`src/rtl/board_game_engine_if.sv`:
```
// Game engine bus: buttons, mode/new-game controls,
// renderer read port and status outputs.
interface board_game_engine_if #(
  parameter int N = 3
);
  logic [N*N-1:0] btn;
  logic           vs_cpu;
  logic           new_game;
  logic [2:0]     rd_row;
  logic [2:0]     rd_col;
  logic [1:0]     rd_cell;
  logic [2:0]     game_state;
  logic           turn;
  logic [6:0]     move_count;

  modport master (
    output btn, vs_cpu, new_game,
    output rd_row, rd_col,
    input  rd_cell, game_state,
    input  turn, move_count
  );

  modport slave (
    input  btn, vs_cpu, new_game,
    input  rd_row, rd_col,
    output rd_cell, game_state,
    output turn, move_count
  );
endinterface

```
`src/rtl/board_game_engine.sv`:
```
// N x N, K-in-a-row engine: button capture, CPU seek,
// sequential line walk from the last move.
module board_game_engine #(
  parameter int N = 3,
  parameter int K = 3
) (
  input logic          CLK,
  input logic          RST,
  board_game_engine_if.slave bus
);
  localparam int NC = N * N;
  localparam int IW = $clog2(NC);

  typedef enum logic [2:0] {
    S_INIT, S_PLAY, S_CHECK, S_SEEK,
    S_WIN0, S_WIN1, S_DRAW
  } state_t;

  state_t          r_state;
  logic [1:0]      r_board [NC];
  logic [NC-1:0]   r_s1, r_s2, r_s3;
  logic [IW-1:0]   r_rand, r_probe;
  logic            r_mode, r_turn, r_side;
  logic [6:0]      r_mc;
  logic [2:0]      r_gs;
  logic [2:0]      r_lr, r_lc, r_pr, r_pc;
  logic [1:0]      r_dir;
  logic [3:0]      r_step, r_run;

  logic [NC-1:0]   w_press;
  logic            w_any;
  logic [IW-1:0]   w_sel, w_nidx, w_rd_idx;
  logic [2:0]      w_sel_r, w_sel_c;
  logic [2:0]      w_prb_r, w_prb_c;
  logic [1:0]      w_mark;
  logic            w_inb, w_match;
  int              w_dr, w_dc, w_nr, w_nc;

  assign w_press = r_s3 & ~r_s2;
  assign w_sel_r = 3'(int'(w_sel) / N);
  assign w_sel_c = 3'(int'(w_sel) % N);
  assign w_prb_r = 3'(int'(r_probe) / N);
  assign w_prb_c = 3'(int'(r_probe) % N);
  assign w_mark  = r_turn ? 2'b10 : 2'b01;

  // Descending scan so the lowest pressed index wins
  always_comb begin
    w_any = 1'b0;
    w_sel = '0;
    for (int i = NC - 1; i >= 0; i--) begin
      if (w_press[i]) begin
        w_any = 1'b1;
        w_sel = IW'(i);
      end
    end
  end

  always_comb begin
    w_dr = 0;
    w_dc = 0;
    unique case (r_dir)
      2'd0:    begin w_dr = 0; w_dc = 1;  end
      2'd1:    begin w_dr = 1; w_dc = 0;  end
      2'd2:    begin w_dr = 1; w_dc = 1;  end
      default: begin w_dr = 1; w_dc = -1; end
    endcase
    if (r_side) begin
      w_dr = -w_dr;
      w_dc = -w_dc;
    end
    w_nr    = int'(r_pr) + w_dr;
    w_nc    = int'(r_pc) + w_dc;
    w_inb   = (w_nr >= 0) && (w_nr < N) &&
              (w_nc >= 0) && (w_nc < N);
    w_nidx  = IW'(w_nr * N + w_nc);
    w_match = w_inb && (r_board[w_nidx] == w_mark);
  end

  always_comb begin
    w_rd_idx = IW'(int'(bus.rd_row) * N +
                   int'(bus.rd_col));
    bus.rd_cell = 2'b00;
    if (int'(bus.rd_row) < N && int'(bus.rd_col) < N)
      bus.rd_cell = r_board[w_rd_idx];
  end

  assign bus.game_state = r_gs;
  assign bus.turn       = r_turn;
  assign bus.move_count = r_mc;

  always_ff @(posedge CLK or negedge RST) begin
    if (!RST) begin
      r_state <= S_INIT;
      for (int i = 0; i < NC; i++) r_board[i] <= 2'b00;
      r_s1    <= '1;
      r_s2    <= '1;
      r_s3    <= '1;
      r_rand  <= '0;
      r_probe <= '0;
      r_mode  <= 1'b0;
      r_turn  <= 1'b0;
      r_side  <= 1'b0;
      r_mc    <= '0;
      r_gs    <= 3'd0;
      r_lr    <= '0;
      r_lc    <= '0;
      r_pr    <= '0;
      r_pc    <= '0;
      r_dir   <= '0;
      r_step  <= '0;
      r_run   <= '0;
    end else begin
      r_s1   <= bus.btn;
      r_s2   <= r_s1;
      r_s3   <= r_s2;
      r_rand <= (int'(r_rand) == NC - 1) ? '0 : r_rand + 1'b1;
      if (bus.new_game) begin
        for (int i = 0; i < NC; i++) r_board[i] <= 2'b00;
        r_turn  <= 1'b0;
        r_mc    <= '0;
        r_gs    <= 3'd0;
        r_state <= S_INIT;
      end else begin
        unique case (r_state)
          S_INIT: begin
            r_mode  <= bus.vs_cpu;
            r_gs    <= 3'd1;
            r_state <= S_PLAY;
          end
          S_PLAY: begin
            if (w_any && r_board[w_sel] == 2'b00 &&
                !(r_mode && r_turn)) begin
              r_board[w_sel] <= w_mark;
              r_mc    <= r_mc + 7'd1;
              r_lr    <= w_sel_r;
              r_lc    <= w_sel_c;
              r_pr    <= w_sel_r;
              r_pc    <= w_sel_c;
              r_dir   <= '0;
              r_side  <= 1'b0;
              r_step  <= '0;
              r_run   <= '0;
              r_state <= S_CHECK;
            end
          end
          S_SEEK: begin
            if (r_board[r_probe] == 2'b00) begin
              r_board[r_probe] <= 2'b10;
              r_mc    <= r_mc + 7'd1;
              r_lr    <= w_prb_r;
              r_lc    <= w_prb_c;
              r_pr    <= w_prb_r;
              r_pc    <= w_prb_c;
              r_dir   <= '0;
              r_side  <= 1'b0;
              r_step  <= '0;
              r_run   <= '0;
              r_state <= S_CHECK;
            end else begin
              r_probe <= (int'(r_probe) == NC - 1) ?
                         '0 : r_probe + 1'b1;
            end
          end
          S_CHECK: begin
            if (w_match && int'(r_run) + 2 >= K) begin
              r_state <= r_turn ? S_WIN1 : S_WIN0;
              r_gs    <= r_turn ? 3'd3 : 3'd2;
            end else if (w_match &&
                         int'(r_step) + 1 < K - 1) begin
              r_run  <= r_run + 4'd1;
              r_step <= r_step + 4'd1;
              r_pr   <= 3'(w_nr);
              r_pc   <= 3'(w_nc);
            end else if (!r_side) begin
              // Flip to the minus side; run carries over
              r_side <= 1'b1;
              r_step <= '0;
              r_pr   <= r_lr;
              r_pc   <= r_lc;
              if (w_match) r_run <= r_run + 4'd1;
            end else if (r_dir != 2'd3) begin
              r_dir  <= r_dir + 2'd1;
              r_side <= 1'b0;
              r_step <= '0;
              r_run  <= '0;
              r_pr   <= r_lr;
              r_pc   <= r_lc;
            end else if (int'(r_mc) == NC) begin
              r_state <= S_DRAW;
              r_gs    <= 3'd4;
            end else begin
              r_turn <= ~r_turn;
              if (r_mode && !r_turn) begin
                r_probe <= r_rand;
                r_state <= S_SEEK;
              end else begin
                r_state <= S_PLAY;
              end
            end
          end
          default: ;
        endcase
      end
    end
  end
endmodule
```
`src/flat_wrapper.sv`:
```
// flat-port wrapper written by rule: the top's interface ports become plain ports
module board_game_engine_flat 
#(
  parameter int N = 3,
  parameter int K = 3
)
  (CLK, RST, bus_btn, bus_vs_cpu, bus_new_game, bus_rd_row, bus_rd_col, bus_rd_cell, bus_game_state, bus_turn, bus_move_count);
  board_game_engine_if #(.N(N)) bus_i ();
  input logic CLK;
  input logic RST;
  input wire logic [$bits(bus_i.btn)-1:0] bus_btn;
  input wire logic [$bits(bus_i.vs_cpu)-1:0] bus_vs_cpu;
  input wire logic [$bits(bus_i.new_game)-1:0] bus_new_game;
  input wire logic [$bits(bus_i.rd_row)-1:0] bus_rd_row;
  input wire logic [$bits(bus_i.rd_col)-1:0] bus_rd_col;
  output wire logic [$bits(bus_i.rd_cell)-1:0] bus_rd_cell;
  output wire logic [$bits(bus_i.game_state)-1:0] bus_game_state;
  output wire logic [$bits(bus_i.turn)-1:0] bus_turn;
  output wire logic [$bits(bus_i.move_count)-1:0] bus_move_count;
  assign bus_i.btn = bus_btn;
  assign bus_i.vs_cpu = bus_vs_cpu;
  assign bus_i.new_game = bus_new_game;
  assign bus_i.rd_row = bus_rd_row;
  assign bus_i.rd_col = bus_rd_col;
  assign bus_rd_cell = bus_i.rd_cell;
  assign bus_game_state = bus_i.game_state;
  assign bus_turn = bus_i.turn;
  assign bus_move_count = bus_i.move_count;
  board_game_engine #(.N(N), .K(K)) u_core (.CLK(CLK), .RST(RST), .bus(bus_i));
endmodule
```
`config.mk`:
```
export PLATFORM = sky130hd
export DESIGN_NAME = board_game_engine_flat
export DESIGN_NICKNAME = d
export VERILOG_FILES = /design/src/rtl/board_game_engine_if.sv /design/src/rtl/board_game_engine.sv /design/src/flat_wrapper.sv
export SDC_FILE = /design/constraint.sdc
export NUM_CORES = 1
export LEC_CHECK = 0
export BUFFER_PORTS_ARGS = -buffer_cell sky130_fd_sc_hd__buf_2
export CORE_ASPECT_RATIO = 0.9
export CORE_MARGIN = 1.5
export CORE_UTILIZATION = 51
export CTS_CLUSTER_DIAMETER = 60
export DETAILED_ROUTE_END_ITERATION = 12
export GPL_TIMING_DRIVEN = 1
export HOLD_SLACK_MARGIN = 0.08
export PLACE_DENSITY = 0.71
export SLEW_MARGIN = 20
export SYNTH_ARGS = -nofsm -noshare
export SYNTH_HDL_FRONTEND = slang
export SYNTH_SLANG_ARGS = --single-unit
```
`constraint.sdc`:
```
create_clock -name CLK -period 5.2 [get_ports CLK]
set_clock_uncertainty 0.15 [all_clocks]
set_input_delay 0.52 -clock CLK [delete_from_list [all_inputs] [get_ports CLK]]
set_output_delay 0.52 -clock CLK [all_outputs]
set_load 0.05 [all_outputs]
```
==> results of run 1 <==
-- sequential cells by signal, indices dropped and copies added (netlist names), 4 cells and up --
| name | count |
|---|---|
| u_core.bus.move_count | 7 |
| u_core.r_s3 | 9 |
| u_core.r_rand | 4 |
| u_core.r_board | 18 |
| u_core.r_probe | 4 |
| u_core.r_step | 4 |
| u_core.r_s2 | 9 |
| u_core.r_run | 4 |
| u_core.r_s1 | 9 |
-- repair_timing --
| action | in CTS | in global routing |
|---|---|---|
| setup buffers | 9 | 2 |
| gates cloned | 1 | 0 |
| resized for setup | 34 | 32 |
| hold endpoints to repair | 17 | 0 |
| hold buffers | 1 | 0 |
| pin swaps | 17 | 21 |
| setup endpoints to repair | 27 | 28 |
-- metrics by stage --
step | cell area [um^2] | hold WS, ns | setup TNS [ns] | utilization
after global routing | 7610 | 0.105 | -5.53 | 0.623
after floorplan | 6490 | 0.0744 | 0 | -
final | 7610 | 0.118 | -1.30 | 0.623
after detailed placement | 6970 | 0.197 | -5.63 | 0.571
after CTS | 7470 | 0.108 | -2.11 | 0.612
after global placement | 6970 | 0.196 | -1.82 | 0.571
-- cells in the final DEF, fill, tap and decap left out, types with 5 or more instances in the layout --
cell | synthesis | routed
dfrtp_1 | 64 | 64
ha_1 | 61 | 56
nor2_1 | 51 | 50
a21oi_1 | 51 | 48
nand2_1 | 47 | 43
inv_1 | 45 | 38
buf_4 | 6 | 36
buf_2 | 2 | 30
o21ai_0 | 34 | 29
dfstp_2 | 27 | 27
nor3_1 | 18 | 16
xnor2_1 | 17 | 15
mux2i_1 | 17 | 15
nand2b_1 | 14 | 14
nand3_1 | 13 | 13
nor2b_1 | 13 | 12
mux2_2 | 11 | 10
nand4_1 | 9 | 9
mux4_2 | 9 | 9
clkbuf_16 | 0 | 9
inv_2 | 1 | 8
o22ai_1 | 8 | 8
buf_6 | 1 | 8
nor4b_1 | 6 | 6
a211oi_1 | 6 | 5
a31oi_1 | 5 | 5
nor3b_1 | 5 | 5
nor4_1 | 7 | 5
-- routing by layer --
metal	vias to the layer above	wire (um)
met5	-	0
li1	2556	-
met4	0	355
met1	2668	7560
met2	226	7570
met3	36	1110
-- power breakdown --
| part | switching [mW] | internal, mW |
|---|---|---|
| logic | 1.07 | 0.989 |
| clock network | 0.281 | 0.328 |
| registers | 0.122 | 0.808 |
| total | 1.47 | 2.13 |
-- final timing paths --
| kind | start | end | slack [ns] | depth (start not counted) |
|---|---|---|---|---|
| worst max-delay path | u_core.r_dir[0] | u_core.r_pc[0] | -0.21 | 21 |
| worst min-delay path | bus_btn[6] | u_core.r_s1[6] | 0.12 | 1 |
| worst max register to register | u_core.r_dir[0] | u_core.r_pc[0] | -0.21 | 21 |
| min in group asynchronous | RST | u_core.bus.move_count[1] | 0.47 | 2 |
| worst min register to register | u_core.r_s1[8] | u_core.r_s2[8] | 0.21 | 0 |
| max in group asynchronous | RST | u_core.r_run[2] | 3.30 | 3 |
-- kinds of logic (layout without fill, tap and decap cells) --
family	count (synthesis)	count (layout)	synth area share
adders and majority gates	68	68	0.140
muxes	37	37	0.0769
buffers and inverters	71	138	0.0463
xor gates and xnor gates	19	19	0.0279
and+or+nand+nor	225	226	0.187
AOI/OAI and AO/OA	159	159	0.164
DFF	91	91	0.358
-- final cells by class --
type / count / area (um^2) / area share
Multi-Input combinational cell: 509 / 4130 / 0.542
Sequential cell: 91 / 2310 / 0.304
Timing Repair Buffer: 75 / 520 / 0.0684
Clock buffer: 10 / 229 / 0.0301
Tap cell: 160 / 200 / 0.0263
Inverter: 47 / 176 / 0.0232
Clock inverter: 6 / 46.3 / 0.00608
==> impl_results.md, run 1 <==
- CP required: 5.26 ns
- Critical path arrival: 5.47 ns
- PnR Total Power: 3.60 mW
- Finished Layout Cells: 898
- Met3 Use GR: 0.0451
- Max Cap Viol: 0
- Ant diodes: 0
- Fin. Hold Viols: 0
- Buffers on Ports: 31
- Mapped Area: 6460 um^2
- Delay-heaviest family, CP: adder cells
- DR WL/cell: 18.5 um
- Post-Syn Instances: 670
- PnR worst setup slack: -0.210 ns
- Layout cells sized above 1: 0.271
- Final nets: 820
- Flops & latches, synth: 91
- Vias/cell: 6.11
- TritonCTS Buffers: 9
- Largest area contributor in the netlist: dfrtp_1
- Power Dens Cells: 473 nW/um^2
- FFs w/ async S/R, synth: 1.00
- DRC Markers: 0
- HP Class: in2reg
- Crit-path cells: ha_2 > inv_2 > ha_4 > mux2i_2 > inv_1 > fa_2 > inv_2 > ha_1 > ha_1 > inv_1 > fa_2 > mux4_2 > mux2i_4 > and3_4 > o21bai_4 > a211oi_4 > buf_6 > buf_4 > mux2_2 > a21oi_2 > o21ai_0
- Antenna viol nets, final: 0
- # fillers: 996
- Worst Path Max Fanout: 11
- Antenna violations before repair: 0
- CORE AREA: 12200 um^2
- 1st-iter DRT viols: 412
- CP Launch Type: flop
- Worst-Margin Slew: 1.14 ns
- Row count: 38
- Max Slew Vio Count: 0
- Vias in the first global route: 5261
- Die Width: 122 um
- Count of final setup violators: 15
- Failing checks: setup timing
- Area grow syn2layout: 17.8%
- Static leakage: 3.30 nW
- Top-level I/O count: 32
- Pre-CTS WS: -0.337 ns
- Crit end category: flop
- FMAX: 0.185 GHz
- CP Buf/Inv Count: 6
- Most common cell in the netlist: dfrtp_1
- Crit Path Class: reg2reg
- Distinct cells, synth: 82
- Main synth FF type: dfrtp_1
- Ys Warns: 0
- Syn avg cell area: 9.64 um^2
- Aggregate routed wire length: 16600 um
- Sink Count: 91
- Global Route met2 Usage: 0.406
- Post-route clock period utilization: 1.04
- Synth top area cells: dfrtp_1 (25%), ha_1 (12%), dfstp_2 (11%)
- CTS tree: yes
- Clock Path Buffers: 2
- Via count: 5486
- Inst Count DP: 870
- Busiest grt layer: met2
- Worst-Skew Late Latency: 0.34 ns
- Syn nets: 757
- Die ar.: 13300 um^2
- Die span in y: 110 um
- Root Driver: clkbuf_16
- Max-slew headroom: 0.239
- Crit path time final: 5.41 ns
- Register area share after synthesis: 0.358
- Met1 GRT Util: 0.353
- VDD IR-drop max: 465 uV
- GP Congestion: 0.921
- Gr ovfl total: 0
- RSZ-0062 raised after global routing: true
- Max stage delay on crit path: 0.64 ns
- Post-synth EDFFs: 0
- Post-synth top area share: 0.248
- Largest net degree at the start of global routing: 65
- CTS clk-pin slew, worst paths: 0.07 ns
- H-tree lvl count: 3
- Starting density of the core: 0.529
- First-pass GRT wire length: 26500 um
- Total GRT Usage: 0.256
- DPL Wire Length: 12100 um
- Worst path slowest cell: fa_2
- Commonest cells in the netlist: dfrtp_1 (64), ha_1 (61), a21oi_1 (51), nor2_1 (51), nand2_1 (47)
- Status: finished with violations
- Drt pass-1 iters: 7
Note: power is estimated with default switching activity, not from simulation.
==> run 2: changes to the inputs <==
ABC_AREA = 1   (was not set)
==> impl_results.md, run 2 <==
- Delay-heaviest family, CP: adder cells
- Most common cell after layout, fill and taps aside: nand2_1
- Syn nets: 1108
- Post-route design area: 8030 um^2
- Worst Path Max Fanout: 10
- Root Driver: clkbuf_16
- Main synth FF type: dfrtp_1
- Die span in y: 117 um
- CP required: 5.29 ns
- Top reg by flops: u_core.r_board
- Max Cap Viol: 0
- Total GRT Usage: 0.255
- Area grow syn2layout: 9.04%
- Syn avg cell area: 7.22 um^2
- DPL Wire Length: 13700 um
- Inst Count DP: 1227
- RSZ-0062 raised after global routing: true
- DRC Markers: 0
- Antenna violations before repair: 0
- Max Slew Vio Count: 0
- Worst-Margin Slew: 0.761 ns
- VDD IR-drop max: 634 uV
- Aggregate routed wire length: 18200 um
- PnR Total Power: 5.01 mW
- GP Congestion: 0.971
- Max stage delay on crit path: 0.64 ns
- Busiest grt layer: met2
- Starting density of the core: 0.524
- Status: finished, final reports clean
- PnR worst setup slack: 0.303 ns
- CP Buf/Inv Count: 5
- Pre-CTS WS: 0.167 ns
- Antenna viol nets, final: 0
- Distinct cells, synth: 59
- Met1 GRT Util: 0.347
- Final nets: 1133
- Most frequent cells in the layout: nand2_1 (239), inv_1 (131), nand3_1 (88)
- Dpl cell area: 7680 um^2
- Post-Syn Instances: 1021
- DR WL/cell: 14.7 um
- Clock Path Buffers: 2
- Worst path slowest cell: fa_2
- Post-CTS Setup Bufs: 0
- Gr ovfl total: 0
- FMAX: 0.204 GHz
- Mapped Area: 7370 um^2
- Largest net degree at the start of global routing: 53
- Crit Path Class: reg2reg
- Final hold slack: 0.109 ns
- Register area share after synthesis: 0.314
- Post-route clock period utilization: 0.942
- Met3 Use GR: 0.0555
- CP Launch Type: flop
- Die Width: 130 um
- FFs w/ async S/R, synth: 1.00
- 1st-iter DRT viols: 654
- Synth top area cells: dfrtp_1 (22%), nand2_1 (12%), ha_1 (10%)
- CP most frequent cell: nand2_1
- Top-level I/O count: 32
- Layout cells sized above 1: 0.127
- Commonest cells in the netlist: nand2_1 (239), inv_1 (132), nand3_1 (88), nor2_1 (85), dfrtp_1 (64)
- Vias in the first global route: 6157
- Sink Count: 91
- CTS tree: yes
- Max-slew headroom: 0.492
- Buffers on Ports: 31
- Fin. Hold Viols: 0
- Static leakage: 4.13 nW
- Max reg flops: 18
- Post-synth EDFFs: 0
- Count of final setup violators: 0
- CORE AREA: 14100 um^2
- Crit path time final: 4.90 ns
- Flops & latches, synth: 91
- Ant diodes: 0
- Die ar.: 15200 um^2
- Drt pass-1 iters: 6
- Vias/cell: 5.43
- Finished Layout Cells: 1244
- Via count: 6753
- Power Dens Cells: 624 nW/um^2
- H-tree lvl count: 3
- Post-synth top area share: 0.217
- First-pass GRT wire length: 30000 um
- Crit end category: flop
- Ys Warns: 0
- Most common cell in the netlist: nand2_1
- HP Class: in2reg
- Worst-Skew Late Latency: 0.36 ns
- Critical path arrival: 4.99 ns
- Largest area contributor in the netlist: dfrtp_1
- CTS clk-pin slew, worst paths: 0.06 ns
- Crit-path cells: inv_1 > ha_1 > inv_1 > ha_1 > fa_2 > ha_1 > inv_1 > fa_1 > fa_2 > inv_1 > nor4_1 > nand3_1 > nand2_1 > nand2_1 > nand2_2 > clkinv_4 > nand3_4 > nand2_4 > o21ai_2 > nand2_1 > nand2_1 > nand2_1
- Global Route met2 Usage: 0.405
- TritonCTS Buffers: 9
- Row count: 41
==> run 2: layout make-up <==
type,count,area (um^2)
Sequential cell,91,2310
Fill cell,1383,6020
Clock buffer,14,285
Multi-Input combinational cell,765,4430
Tap cell,193,241
Clock inverter,2,15.0
Inverter,140,531
Timing Repair Buffer,39,220
==> run 2: what timing repair did <==
| item | 4_1_cts | 5_1_grt |
|---|---|---|
| gates resized for setup | 0 | 6 |
| setup endpoints to repair | 0 | 28 |
| endpoints found under the hold margin | 39 | 0 |
| hold buffers | 1 | 0 |
==> run 2: layer usage <==
layer | up-vias | share of wire
li1 | 3425 | -
met1 | 3119 | 0.47
met2 | 185 | 0.44
met3 | 24 | 0.063
met4 | 0 | 0.022
met5 | - | 0
==> run 2: power breakdown <==
| part | switching [mW] | internal (mW) |
|---|---|---|
| clock network | 0.274 | 0.381 |
| registers | 0.133 | 0.834 |
| logic | 2.26 | 1.13 |
| total | 2.67 | 2.34 |
==> run 2: final timing paths <==
check,endpoint,slack (ns),cells after the start,startpoint
hold / removal,u_core.r_s1[6],0.11,1,bus_btn[6]
setup / recovery,u_core.bus.game_state[1],0.30,22,u_core.r_dir[0]
hold reg to reg,u_core.r_s2[6],0.21,0,u_core.r_s1[6]
setup reg to reg,u_core.bus.game_state[1],0.30,22,u_core.r_dir[0]
min in group asynchronous,u_core.r_board[8],0.53,2,RST
max in group asynchronous,u_core.r_pr[2],3.33,3,RST
==> run 2: worst reg2reg max path, stage by stage (launching register included) <==
cell      delay [ns]
dfrtp_1         0.41
inv_1           0.10
ha_1            0.24
inv_1           0.06
ha_1            0.22
fa_2            0.59
ha_1            0.22
inv_1           0.10
fa_1            0.52
fa_2            0.64
inv_1           0.08
nor4_1          0.17
nand3_1         0.13
nand2_1         0.10
nand2_1         0.09
nand2_2         0.13
clkinv_4        0.10
nand3_4         0.14
nand2_4         0.08
o21ai_2         0.26
nand2_1         0.13
nand2_1         0.07
nand2_1         0.04
==> run 2: stage by stage <==
stage,utilization,TNS [ns]
after floorplan,-,0
after global placement,0.547,0
after detailed placement,0.547,0
after CTS,0.569,0
after global routing,0.571,-0.0425
final,0.571,0
==> run 2: cells by family after synthesis <==
kind of cell    count (synthesis)  synth area share
fa+ha+maj                      68             0.123
compound gates                154             0.122
flops                          91             0.314
buf+inv                       165            0.0902
xor+xnor                       19            0.0226
simple gates                  524             0.329
==> run 3: changes to the inputs <==
RECOVER_POWER = 25   (was not set)
==> impl_results.md, run 3 (same netlist as run 2, synthesis figures left out) <==
- Delay-heaviest family, CP: adder cells
- Most frequent cells in the layout: nand2_1 (239), inv_1 (131), nand3_1 (88)
- Clock power share: 0.131
- DRC Markers: 0
- Layout cells sized above 1: 0.121
- Worst Path Max Fanout: 10
- Max-slew headroom: -0.460
- Buffers on Ports: 31
- GP Congestion: 0.971
- Top-level I/O count: 32
- Internal: 2.34 mW
- DR WL/cell: 14.7 um
- Top reg by flops: u_core.r_board
- 1st-iter DRT viols: 661
- Post-route clock period utilization: 0.941
- CTS clk-pin slew, worst paths: 0.06 ns
- Ant diodes: 0
- Sink Count: 91
- Antenna viol nets, final: 0
- Psw: 2.66 mW
- Die span in y: 117 um
- CP required: 5.29 ns
- Vias/cell: 5.42
- Worst path slowest cell: fa_2
- Reg area: 2310 um^2
- FMAX: 0.204 GHz
- Multi-input gate area: 4430 um^2
- Die Width: 130 um
- Aggregate routed wire length: 18300 um
- Final hold slack: 0.110 ns
- Drt pass-1 iters: 5
- Critical path arrival: 4.98 ns
- Status: finished with violations
- PnR Total Power: 5.00 mW
- VDD IR-drop max: 634 uV
- PnR worst setup slack: 0.306 ns
- Sw Share: 0.532
- Via count: 6744
- Most common cell after layout, fill and taps aside: nand2_1
- Count of final setup violators: 0
- Worst-Skew Late Latency: 0.35 ns
- CORE AREA: 14100 um^2
- Final nets: 1133
- Die ar.: 15200 um^2
- Total GRT Usage: 0.255
- Max stage delay on crit path: 0.64 ns
- Combinational Power Share: 0.676
- HP Class: in2reg
- Largest net degree at the start of global routing: 53
- Worst-Margin Slew: 2.19 ns
- First-pass GRT wire length: 30000 um
- CP Buf/Inv Count: 5
- CTS tree: yes
- Clock Path Buffers: 2
- Row count: 41
- Max Cap Viol: 1
- # fillers: 1384
- Failing checks: capacitance limit, slew limit
- Final Util: 0.571
- Crit Path Class: reg2reg
- H-tree lvl count: 3
- TritonCTS Buffers: 9
- Post-CTS Setup Bufs: 0
- Root Driver: clkbuf_16
- Max Slew Vio Count: 41
- Static leakage: 4.12 nW
- DPL Wire Length: 13700 um
- Crit end category: flop
- Area grow syn2layout: 8.98%
- Crit-path cells: inv_1 > ha_1 > inv_1 > ha_1 > fa_2 > ha_1 > inv_1 > fa_1 > fa_2 > inv_1 > nor4_1 > nand3_1 > nand2_1 > nand2_1 > nand2_2 > clkinv_4 > nand3_4 > nand2_4 > o21ai_2 > nand2_1 > nand2_1 > nand2_1
- CP most frequent cell: nand2_1
- CP Launch Type: flop
- Antenna violations before repair: 0
- Vias in the first global route: 6157
- Fin. Hold Viols: 0
- RSZ-0062 raised after global routing: true
- Max reg flops: 18
- Gr ovfl total: 0
- Starting density of the core: 0.524
- Pre-CTS WS: 0.167 ns
- Reg power frac: 0.193
- Crit path time final: 4.89 ns
- Total negative setup slack: 0 ns
- Power Dens Cells: 623 nW/um^2
[run 3: changes by cell type in the layout (fill, tap and decap cells not counted), sizes merged]
cell | previous run | this run
buf | 38 | 37
clkbuf | 14 | 15
[run 3: what timing repair did]
item | CTS | global route
endpoints found under the setup margin | 0 | 28
resized for setup | 0 | 6
endpoints found under the hold margin | 39 | 0
hold buffers | 1 | 0
[run 3: path summary, 6_finish.rpt]
check	from	endpoint	slack [ns]	cells after the start
max in group asynchronous	RST	u_core.r_pr[2]	2.08	3
worst max register to register	u_core.r_dir[0]	u_core.bus.game_state[1]	0.31	22
worst min register to register	u_core.r_s1[6]	u_core.r_s2[6]	0.21	0
min in group asynchronous	RST	u_core.r_board[8]	1.20	2
worst max-delay path	u_core.r_dir[0]	u_core.bus.game_state[1]	0.31	22
worst min-delay path	bus_btn[6]	u_core.r_s1[6]	0.11	1
[run 3: cell type report]
class                           instances  area share
Multi-Input combinational cell        765       0.552
Clock inverter                          2     0.00187
Sequential cell                        91       0.288
Timing Repair Buffer                   39      0.0270
Tap cell                              193      0.0301
Clock buffer                           14      0.0355
Inverter                              140      0.0661
[run 3: power by group through the flow]
stage	Combinational, mW	Clock (mW)	Sequential [mW]
6_report	3.38	0.654	0.966
5_1_grt	3.81	0.699	0.984
4_1_cts	3.32	0.674	0.962
3_5_place_dp	3.31	0	0.973
3_3_place_gp	3.26	0	0.972
2_1_floorplan	2.82	0	0.968
[run 3: layer usage]
metal / up-vias / global-route usage / share of wire
met2: 188 / 0.405 / 0.44
met5: - / 0 / 0
met4: 0 / 0.0889 / 0.023
met1: 3105 / 0.347 / 0.47
met3: 26 / 0.0555 / 0.065
li1: 3425 / - / -
[run 3: through the flow]
stage          cells  instance area (um^2)
2_1_floorplan   1021                  7370
5_1_grt         1244                  8030
4_1_cts         1244                  8000
3_3_place_gp    1227                  7680
3_5_place_dp    1227                  7680
6_report        1244                  8030
